### src/rtl/sram_arbiter_pkg.sv
// Shared encodings and defaults for the SRAM arbiter slice.
package sram_arbiter_pkg;

  // Default access length; legal range is 2..15 so it fits the 4-bit timer.
  localparam int ACC_CYCLES_DEF = 2;
  localparam int TIMER_W        = 4;

  typedef enum logic [2:0] {
    ST_IDLE     = 3'd0,
    ST_RD       = 3'd1,
    ST_WR_SETUP = 3'd2,
    ST_WR_PULSE = 3'd3,
    ST_WR_HOLD  = 3'd4,
    ST_DONE     = 3'd5
  } state_t;

  typedef enum logic {
    OWN_IF = 1'b0,
    OWN_DM = 1'b1
  } owner_t;

endpackage

### src/rtl/sram_arbiter_if.sv
// Bus bundle between the CPU ports (IF/DM), the external SRAM and the arbiter.
// master = CPU plus SRAM side, slave = the arbiter itself.
interface sram_arbiter_if #(
  parameter int ADDR_W = 16,
  parameter int DATA_W = 16
);
  logic              if_req;
  logic [ADDR_W-1:0] if_addr;
  logic [DATA_W-1:0] if_rdata;
  logic              if_ack;
  logic              dm_req;
  logic              dm_we;
  logic [ADDR_W-1:0] dm_addr;
  logic [DATA_W-1:0] dm_wdata;
  logic [DATA_W-1:0] dm_rdata;
  logic              dm_ack;
  logic              mem_conflict;
  logic [ADDR_W-1:0] sram_addr;
  logic [DATA_W-1:0] sram_wdata;
  logic              sram_wr_en;
  logic [DATA_W-1:0] sram_rdata;
  logic              sram_ce_n;
  logic              sram_oe_n;
  logic              sram_we_n;

  modport master (
    output if_req, if_addr, dm_req, dm_we, dm_addr, dm_wdata, sram_rdata,
    input  if_rdata, if_ack, dm_rdata, dm_ack, mem_conflict,
           sram_addr, sram_wdata, sram_wr_en, sram_ce_n, sram_oe_n, sram_we_n
  );

  modport slave (
    input  if_req, if_addr, dm_req, dm_we, dm_addr, dm_wdata, sram_rdata,
    output if_rdata, if_ack, dm_rdata, dm_ack, mem_conflict,
           sram_addr, sram_wdata, sram_wr_en, sram_ce_n, sram_oe_n, sram_we_n
  );
endinterface

### src/rtl/sram_access_timer.sv
// Loadable down-counter timing the RD and WR_PULSE phases; done when it hits 0.
module sram_access_timer #(
  parameter int W = 4
) (
  input  logic         clk,
  input  logic         rst,
  input  logic         load,
  input  logic [W-1:0] load_val,
  input  logic         en,
  output logic         done
);
  logic [W-1:0] count_reg;

  // Load has priority; counting stops at zero so done stays stable.
  always_ff @(posedge clk or posedge rst) begin
    if (rst) begin
      count_reg <= '0;
    end else if (load) begin
      count_reg <= load_val;
    end else if (en && (count_reg != '0)) begin
      count_reg <= count_reg - 1'b1;
    end
  end

  assign done = (count_reg == '0);
endmodule

### src/rtl/sram_arbiter.sv
// Shares one external SRAM between instruction fetch and the data-memory stage.
// DM wins arbitration in IDLE; a granted access always runs to completion.
module sram_arbiter
  import sram_arbiter_pkg::*;
#(
  parameter int ADDR_W     = 16,
  parameter int DATA_W     = 16,
  parameter int ACC_CYCLES = ACC_CYCLES_DEF
) (
  input logic           clk,
  input logic           rst,
  sram_arbiter_if.slave bus
);
  // RD lasts ACC_CYCLES cycles and WR_PULSE ACC_CYCLES-1; the timer flags the
  // last cycle on zero, so load one less than each length.
  localparam logic [TIMER_W-1:0] RD_LOAD = TIMER_W'(ACC_CYCLES - 1);
  localparam logic [TIMER_W-1:0] WP_LOAD = TIMER_W'(ACC_CYCLES - 2);

  state_t              state_reg, state_next;
  owner_t              owner_reg, owner_next;
  logic [ADDR_W-1:0]   addr_reg;
  logic [DATA_W-1:0]   wdata_reg;
  logic [DATA_W-1:0]   if_rdata_reg, dm_rdata_reg;
  logic                latch_dm, latch_if, cap_rd;
  logic                tmr_load, tmr_en, tmr_done;
  logic [TIMER_W-1:0]  tmr_val;
  logic                ce_n, oe_n, we_n, wr_en, if_ack, dm_ack;

  sram_access_timer #(.W(TIMER_W)) u_timer (
    .clk      (clk),
    .rst      (rst),
    .load     (tmr_load),
    .load_val (tmr_val),
    .en       (tmr_en),
    .done     (tmr_done)
  );

  // State and owner registers; reset aborts any access in flight.
  always_ff @(posedge clk or posedge rst) begin
    if (rst) begin
      state_reg <= ST_IDLE;
      owner_reg <= OWN_IF;
    end else begin
      state_reg <= state_next;
      owner_reg <= owner_next;
    end
  end

  // Capture address/data at grant so requester changes after grant are ignored.
  always_ff @(posedge clk or posedge rst) begin
    if (rst) begin
      addr_reg  <= '0;
      wdata_reg <= '0;
    end else if (latch_dm) begin
      addr_reg  <= bus.dm_addr;
      wdata_reg <= bus.dm_wdata;
    end else if (latch_if) begin
      addr_reg  <= bus.if_addr;
    end
  end

  // Per-owner read data, updated only when that owner's read completes.
  always_ff @(posedge clk or posedge rst) begin
    if (rst) begin
      if_rdata_reg <= '0;
      dm_rdata_reg <= '0;
    end else if (cap_rd) begin
      if (owner_reg == OWN_DM) begin
        dm_rdata_reg <= bus.sram_rdata;
      end else begin
        if_rdata_reg <= bus.sram_rdata;
      end
    end
  end

  // Next-state, grant decisions and SRAM strobes.
  always_comb begin
    state_next = state_reg;
    owner_next = owner_reg;
    latch_dm   = 1'b0;
    latch_if   = 1'b0;
    cap_rd     = 1'b0;
    tmr_load   = 1'b0;
    tmr_val    = RD_LOAD;
    tmr_en     = 1'b0;
    ce_n       = 1'b1;
    oe_n       = 1'b1;
    we_n       = 1'b1;
    wr_en      = 1'b0;
    if_ack     = 1'b0;
    dm_ack     = 1'b0;
    case (state_reg)
      ST_IDLE: begin
        if (bus.dm_req) begin
          owner_next = OWN_DM;
          latch_dm   = 1'b1;
          tmr_load   = 1'b1;
          state_next = bus.dm_we ? ST_WR_SETUP : ST_RD;
        end else if (bus.if_req) begin
          owner_next = OWN_IF;
          latch_if   = 1'b1;
          tmr_load   = 1'b1;
          state_next = ST_RD;
        end
      end
      ST_RD: begin
        ce_n   = 1'b0;
        oe_n   = 1'b0;
        tmr_en = 1'b1;
        if (tmr_done) begin
          cap_rd     = 1'b1;
          state_next = ST_DONE;
        end
      end
      ST_WR_SETUP: begin
        ce_n       = 1'b0;
        wr_en      = 1'b1;
        tmr_load   = 1'b1;
        tmr_val    = WP_LOAD;
        state_next = ST_WR_PULSE;
      end
      ST_WR_PULSE: begin
        ce_n   = 1'b0;
        we_n   = 1'b0;
        wr_en  = 1'b1;
        tmr_en = 1'b1;
        if (tmr_done) begin
          state_next = ST_WR_HOLD;
        end
      end
      ST_WR_HOLD: begin
        ce_n       = 1'b0;
        wr_en      = 1'b1;
        state_next = ST_DONE;
      end
      ST_DONE: begin
        if_ack     = (owner_reg == OWN_IF);
        dm_ack     = (owner_reg == OWN_DM);
        state_next = ST_IDLE;
      end
      default: begin
        state_next = ST_IDLE;
      end
    endcase
  end

  assign bus.sram_ce_n    = ce_n;
  assign bus.sram_oe_n    = oe_n;
  assign bus.sram_we_n    = we_n;
  assign bus.sram_wr_en   = wr_en;
  assign bus.sram_addr    = addr_reg;
  assign bus.sram_wdata   = wdata_reg;
  assign bus.if_ack       = if_ack;
  assign bus.dm_ack       = dm_ack;
  assign bus.if_rdata     = if_rdata_reg;
  assign bus.dm_rdata     = dm_rdata_reg;
  // IF is blocked whenever DM holds or is about to take the memory.
  assign bus.mem_conflict = bus.if_req &&
                            ((state_reg == ST_IDLE) ? bus.dm_req : (owner_reg == OWN_DM));
endmodule
### src/flat_wrapper.sv
// flat-port wrapper written by rule: the top's interface ports become plain ports
module sram_arbiter_flat import sram_arbiter_pkg::*;
#(
  parameter int ADDR_W     = 16,
  parameter int DATA_W     = 16,
  parameter int ACC_CYCLES = ACC_CYCLES_DEF
)
  (clk, rst, bus_if_req, bus_if_addr, bus_dm_req, bus_dm_we, bus_dm_addr, bus_dm_wdata, bus_sram_rdata, bus_if_rdata, bus_if_ack, bus_dm_rdata, bus_dm_ack, bus_mem_conflict, bus_sram_addr, bus_sram_wdata, bus_sram_wr_en, bus_sram_ce_n, bus_sram_oe_n, bus_sram_we_n);
  sram_arbiter_if #(.ADDR_W(ADDR_W), .DATA_W(DATA_W)) bus_i ();
  input logic clk;
  input logic rst;
  input wire logic [$bits(bus_i.if_req)-1:0] bus_if_req;
  input wire logic [$bits(bus_i.if_addr)-1:0] bus_if_addr;
  input wire logic [$bits(bus_i.dm_req)-1:0] bus_dm_req;
  input wire logic [$bits(bus_i.dm_we)-1:0] bus_dm_we;
  input wire logic [$bits(bus_i.dm_addr)-1:0] bus_dm_addr;
  input wire logic [$bits(bus_i.dm_wdata)-1:0] bus_dm_wdata;
  input wire logic [$bits(bus_i.sram_rdata)-1:0] bus_sram_rdata;
  output wire logic [$bits(bus_i.if_rdata)-1:0] bus_if_rdata;
  output wire logic [$bits(bus_i.if_ack)-1:0] bus_if_ack;
  output wire logic [$bits(bus_i.dm_rdata)-1:0] bus_dm_rdata;
  output wire logic [$bits(bus_i.dm_ack)-1:0] bus_dm_ack;
  output wire logic [$bits(bus_i.mem_conflict)-1:0] bus_mem_conflict;
  output wire logic [$bits(bus_i.sram_addr)-1:0] bus_sram_addr;
  output wire logic [$bits(bus_i.sram_wdata)-1:0] bus_sram_wdata;
  output wire logic [$bits(bus_i.sram_wr_en)-1:0] bus_sram_wr_en;
  output wire logic [$bits(bus_i.sram_ce_n)-1:0] bus_sram_ce_n;
  output wire logic [$bits(bus_i.sram_oe_n)-1:0] bus_sram_oe_n;
  output wire logic [$bits(bus_i.sram_we_n)-1:0] bus_sram_we_n;
  assign bus_i.if_req = bus_if_req;
  assign bus_i.if_addr = bus_if_addr;
  assign bus_i.dm_req = bus_dm_req;
  assign bus_i.dm_we = bus_dm_we;
  assign bus_i.dm_addr = bus_dm_addr;
  assign bus_i.dm_wdata = bus_dm_wdata;
  assign bus_i.sram_rdata = bus_sram_rdata;
  assign bus_if_rdata = bus_i.if_rdata;
  assign bus_if_ack = bus_i.if_ack;
  assign bus_dm_rdata = bus_i.dm_rdata;
  assign bus_dm_ack = bus_i.dm_ack;
  assign bus_mem_conflict = bus_i.mem_conflict;
  assign bus_sram_addr = bus_i.sram_addr;
  assign bus_sram_wdata = bus_i.sram_wdata;
  assign bus_sram_wr_en = bus_i.sram_wr_en;
  assign bus_sram_ce_n = bus_i.sram_ce_n;
  assign bus_sram_oe_n = bus_i.sram_oe_n;
  assign bus_sram_we_n = bus_i.sram_we_n;
  sram_arbiter #(.ADDR_W(ADDR_W), .DATA_W(DATA_W), .ACC_CYCLES(ACC_CYCLES)) u_core (.clk(clk), .rst(rst), .bus(bus_i));
endmodule
### config.mk
export PLATFORM = sky130hd
export DESIGN_NAME = sram_arbiter_flat
export DESIGN_NICKNAME = d
export VERILOG_FILES = /design/src/rtl/sram_arbiter_pkg.sv /design/src/rtl/sram_arbiter_if.sv /design/src/rtl/sram_access_timer.sv /design/src/rtl/sram_arbiter.sv /design/src/flat_wrapper.sv
export SDC_FILE = /design/constraint.sdc
export NUM_CORES = 1
export LEC_CHECK = 0
export BUFFER_PORTS_ARGS = -buffer_cell sky130_fd_sc_hd__buf_2
export CAP_MARGIN = 20
export CELL_PAD_IN_SITES_DETAIL_PLACEMENT = 1
export CELL_PAD_IN_SITES_GLOBAL_PLACEMENT = 2
export CORE_ASPECT_RATIO = 1.4
export CORE_UTILIZATION = 29
export DETAILED_ROUTE_END_ITERATION = 16
export GPL_TIMING_DRIVEN = 0
export PLACE_DENSITY = 0.84
export SLEW_MARGIN = 10
export SYNTH_ARGS = -nofsm -noshare
export SYNTH_HDL_FRONTEND = slang
export SYNTH_SLANG_ARGS = --single-unit
### constraint.sdc
create_clock -name clk -period 3.2 [get_ports clk]
set_input_delay 0.8 -clock clk [delete_from_list [all_inputs] [get_ports clk]]
set_output_delay 0.8 -clock clk [all_outputs]
set_load 0.05 [all_outputs]
After elaboration in Yosys (flattened, before gate mapping). Index checks and enable logic that the tools add are counted.

Flip-flop bits (word level): 72. Input port bits: 69. Output and inout bits: 71. Logic and storage cells: 62.

Add/sub/neg operators: 1. Equality and inequality tests: 8. Mux-type cells: 30. Bitwise gates (word level): 1. Reductions and logical operators: 15.

Operators by type and width (number): $mux W16 (2); $mux W1 (19); $pmux W3 S5 (1); $mux W3 (4); $mux W4 (2); $eq A3 B2 Y1 const B (2); $eq A3 B3 Y1 const B (2); $reduce_and A2 Y1 (3); $reduce_bool A2 Y1 (3); $logic_not A4 Y1 (1); $ne A2 B1 Y1 const B (2); $reduce_bool A4 Y1 (1); $reduce_or A4 Y1 (1); $sub A4 B1 Y4 const B (1); $eq A3 B1 Y1 const B (1); $logic_not A3 Y1 (1); $ne A3 B3 Y1 const B (1); $reduce_and A3 Y1 (1); $reduce_or A3 Y1 (1); $logic_and A1 B1 Y1 (2); $mux W2 (1); $pmux W1 S2 (1); $reduce_or A2 Y1 (1); $not A1 Y1 (1).

Logic depth before layout (Yosys ltp).
Word-level depth: 6. Gate-level depth with buffers: 7. Depth with buffers taken out: 5.

Modules after synthesis. From an unflattened synthesis, not the netlist that was laid out.

Cells, all modules: 225. Area, all modules: 3253.1 um^2.

Modules (own cells, without submodules): sram_arbiter (instances 1, cells an instance 197, area an instance 2991.6 um^2, sequential area each 1701.6 um^2); sram_access_timer (instances 1, cells an instance 28, area an instance 261.5 um^2, sequential area each 100.1 um^2).

Worst setup path after synthesis. OpenSTA, ideal clock, no wires.

Path kind: input -> output. Start point: input bus_dm_req. End point: output bus_mem_conflict. Data arrival time: 2.244 ns. Required time: 2.400 ns. Setup slack: 0.156 ns. Cell stages on the path: 4. Cells stage by stage: nor4b_4 -> buf_2 -> a21oi_1 -> nor2b_1.

Word-level cells in the longest chain between the ends: 2.

RTL lines: start, declared (RTL line flat_wrapper.sv:14) `input wire logic [$bits(bus_i.dm_req)-1:0] bus_dm_req;`; $mux W1 (RTL line sram_arbiter.sv:159) `((state_reg == ST_IDLE) ? bus.dm_req : (owner_reg == OWN_DM));`; $logic_and A1 B1 Y1 (RTL line sram_arbiter.sv:158) `assign bus.mem_conflict = bus.if_req &&`; end, declared (RTL line flat_wrapper.sv:23) `output wire logic [$bits(bus_i.mem_conflict)-1:0] bus_mem_conflict;`.

Every way passes these cells.

Worst setup path after layout.
Start point: register u_core.state_reg[2]. End point: output bus_mem_conflict.

Word-level cells in the longest chain between the ends: 3.

RTL lines: start, declared (RTL line sram_arbiter.sv:19) `state_t state_reg, state_next;`; start signal, assigned (RTL line sram_arbiter.sv:44) `state_reg <= state_next;`; $logic_not A3 Y1 (RTL line sram_arbiter.sv:159); $mux W1 (RTL line sram_arbiter.sv:159); $logic_and A1 B1 Y1 (RTL line sram_arbiter.sv:158).

Every way passes these cells.

==> results.yml <==
status:
  outcome: "finished clean"
finish:
  final_nets: 463
  fin_area_um2: 4390
  diodes: 0
  fill_cells: 1181
  drive_above_1_share_pct: 56.8
  register_area_um2: 1800
  multiInputGateArea_um2: 1260
  area_delta_synth_final_pct: 37.8
  finalNonFillerCells: 536
global_routing:
  grt_first_pass_wirelength_mm: 13.8
  grt_remaining_overflow: 0
  grt_util_all_layers_pct: 15.6
  antenna_found_initial: 0
  grt_pass1_vias: 2733
  grt_max_degree: 40
critical_path:
  reg2reg_to: "u_core.bus.if_rdata[8]"
  endpoint: "bus_mem_conflict"
  worstSetupStartpoint: "u_core.state_reg[2]"
  worst_ep_arrival_time_ps: 1990
  r2r_cells: 7
  worst-setup-path-type: "reg2out"
  regToRegSetupSlack_ps: 1170
  timing.rr.start: "u_core.u_timer.count_reg[0]"
  worstSetupEndpointType: "primary output"
  worst_ep_required_time_ps: 2400
  start_kind: "flop"
  critPathMaxFanout: 10
clocking:
  path_clk_slew_ps: 60
  cts-htree-levels: 3
  numCtsBuffers: 9
  root_buffer: "clkbuf_16"
  cts.sinks: 72
  clk_latency_ps: 340
  clock_path_buffers: 2
  cts_tree: "yes"
yosys:
  yosysTopAreaCellShare_pct: 56.6
  syn_nets: 311
  synth_compound_area_share_pct: 8.37
  postSynthCellCount: 241
  netlist_area_um2: 3180
  yosys-top-cells-area: "dfrtp_1 57%, mux2_2 13%, a21oi_1 6.0%, mux2i_1 5.0%, mux2_4 4.7%"
  muxShareOfSynthArea_pct: 23.2
  synth_top_cells_by_count: "72 x dfrtp_1, 38 x a21oi_1, 38 x mux2_2"
  yosys.cell_types.count: 41
  synthXorXnorAreaFrac_pct: 0
  synth_edf_count: 0
  yosysWarningCount: 0
  synthArstFlopShare_pct: 100
  yosys.area_share.simple_pct: 7.51
  synth_area_leader_cell: "dfrtp_1"
  synth_top_family_by_area: "multiplexers"
  yosys_most_used_dff: "dfrtp_1"
  ys_seq_area_share_pct: 56.6
  syn_avg_cell_area_um2: 13.2
  synthAdderAreaFrac_pct: 0.393
  synth_seq_cells: 72
  yosysMostFrequentCell: "dfrtp_1"
timing:
  finalMaxSlewViolations: 0
  clock.fmax_mhz: 359
  slew-limit-headroom_pct: 51.0
  period_needed_ps: 2790
  worstMarginPinSlew_ps: 734
  period_share_pct: 87.0
  finalHoldViolations: 0
  grt_setup_unrepaired: "no"
  skew_ps: 8.19
  setup_violations: 0
detailed_routing:
  firstDrtPassIters: 4
  drtAntennaViolNets: 0
  wl_met3_um: 442
  wl_mm: 8.34
  wl_met2_mm: 4.54
  num_vias: 2476
  wire_per_inst_um: 15.6
  top_layer_used: "met4"
  drtIter0Drc: 35
  avgViaCountPerCell: 4.62
  drc: 0
  met1_length_mm: 3.18
placed_design:
  dp.cells: 519
  globalplace.congestion: 0.693
  port_buffers: 139
  hpwl_mm: 6.21
  placed_area_um2: 4070
die:
  die_h_um: 126
  die_x_um: 90.5
  core.rowCount: 44
  core_um2: 10500
  initial_utilization_pct: 30.3
  die_area_um2: 11400
  ios: 140
hold_path:
  hp-class: "in2async"
run:
  drv_cap: 0
cell families (layout without fill, tap and decap cells):
group | Yosys count | in the layout
DFF | 72 | 72
buffers and inverters | 20 | 177
AOI/OAI and AO/OA | 49 | 49
muxes | 64 | 64
adders and majority gates | 1 | 1
and+or+nand+nor | 35 | 35
cell type report:
type                            count  share of cell area (%)
Timing Repair Buffer              141                    16.5
Clock buffer                       10                    5.45
Buffer                             15                    2.42
Inverter                            5                   0.485
Tap cell                          138                    3.94
Sequential cell                    72                    41.1
Multi-Input combinational cell    149                    28.6
Clock inverter                      6                    1.51
cell usage in the layout, fill, tap and decap left out, types with 5 or more instances in the layout:
| cell | instances |
|---|---|
| mux2_4 | 10 |
| mux2_2 | 38 |
| clkbuf_16 | 9 |
| a21oi_1 | 38 |
| dfrtp_1 | 72 |
| nand2_1 | 8 |
| buf_2 | 143 |
| mux2i_1 | 16 |
| clkbuf_1 | 5 |
routing by layer:
layer,vias to the layer above,global-route usage [%]
li1,1159,-
met1,1221,16.8
met2,84,28.9
met3,12,2.96
met4,0,7.69
met5,-,0
critical path, stage by stage, from the launching register on:
cell	delay, ps
dfrtp_1	370
clkbuf_8	160
nor4b_4	320
buf_2	310
a21oi_1	100
nor2b_1	130
buf_2	270
worst min-delay path by stage:
stage | to | startpoint | slack [ps]
2_1_floorplan | u_core.owner_reg | u_core.owner_reg | 540
3_3_place_gp | u_core.bus.sram_wdata[0] | u_core.bus.sram_wdata[0] | 480
3_5_place_dp | u_core.bus.dm_rdata[10] | u_core.bus.dm_rdata[10] | 490
4_1_cts | u_core.bus.sram_addr[10] | rst | 500
5_1_grt | u_core.bus.sram_addr[10] | rst | 510
6_report | u_core.bus.sram_addr[10] | rst | 480
through the flow:
stage	hold slack [ps]	TNS (ps)	utilization [%]	setup WS (ps)
3_5_place_dp	488	0	38.7	39.6
2_1_floorplan	538	0	-	156
5_1_grt	511	0	41.7	277
6_report	476	0	41.7	415
4_1_cts	495	0	41.7	358
3_3_place_gp	484	-24030	38.5	-339
timing repair:
item	CTS	global route
setup buffers	1	0
hold buffers	0	0
setup endpoints to repair	1	0
resized for setup	0	0
Power is left out: the tool's default activity adds up to more than one toggle a clock period on the data nets, which glitch-free logic cannot reach.
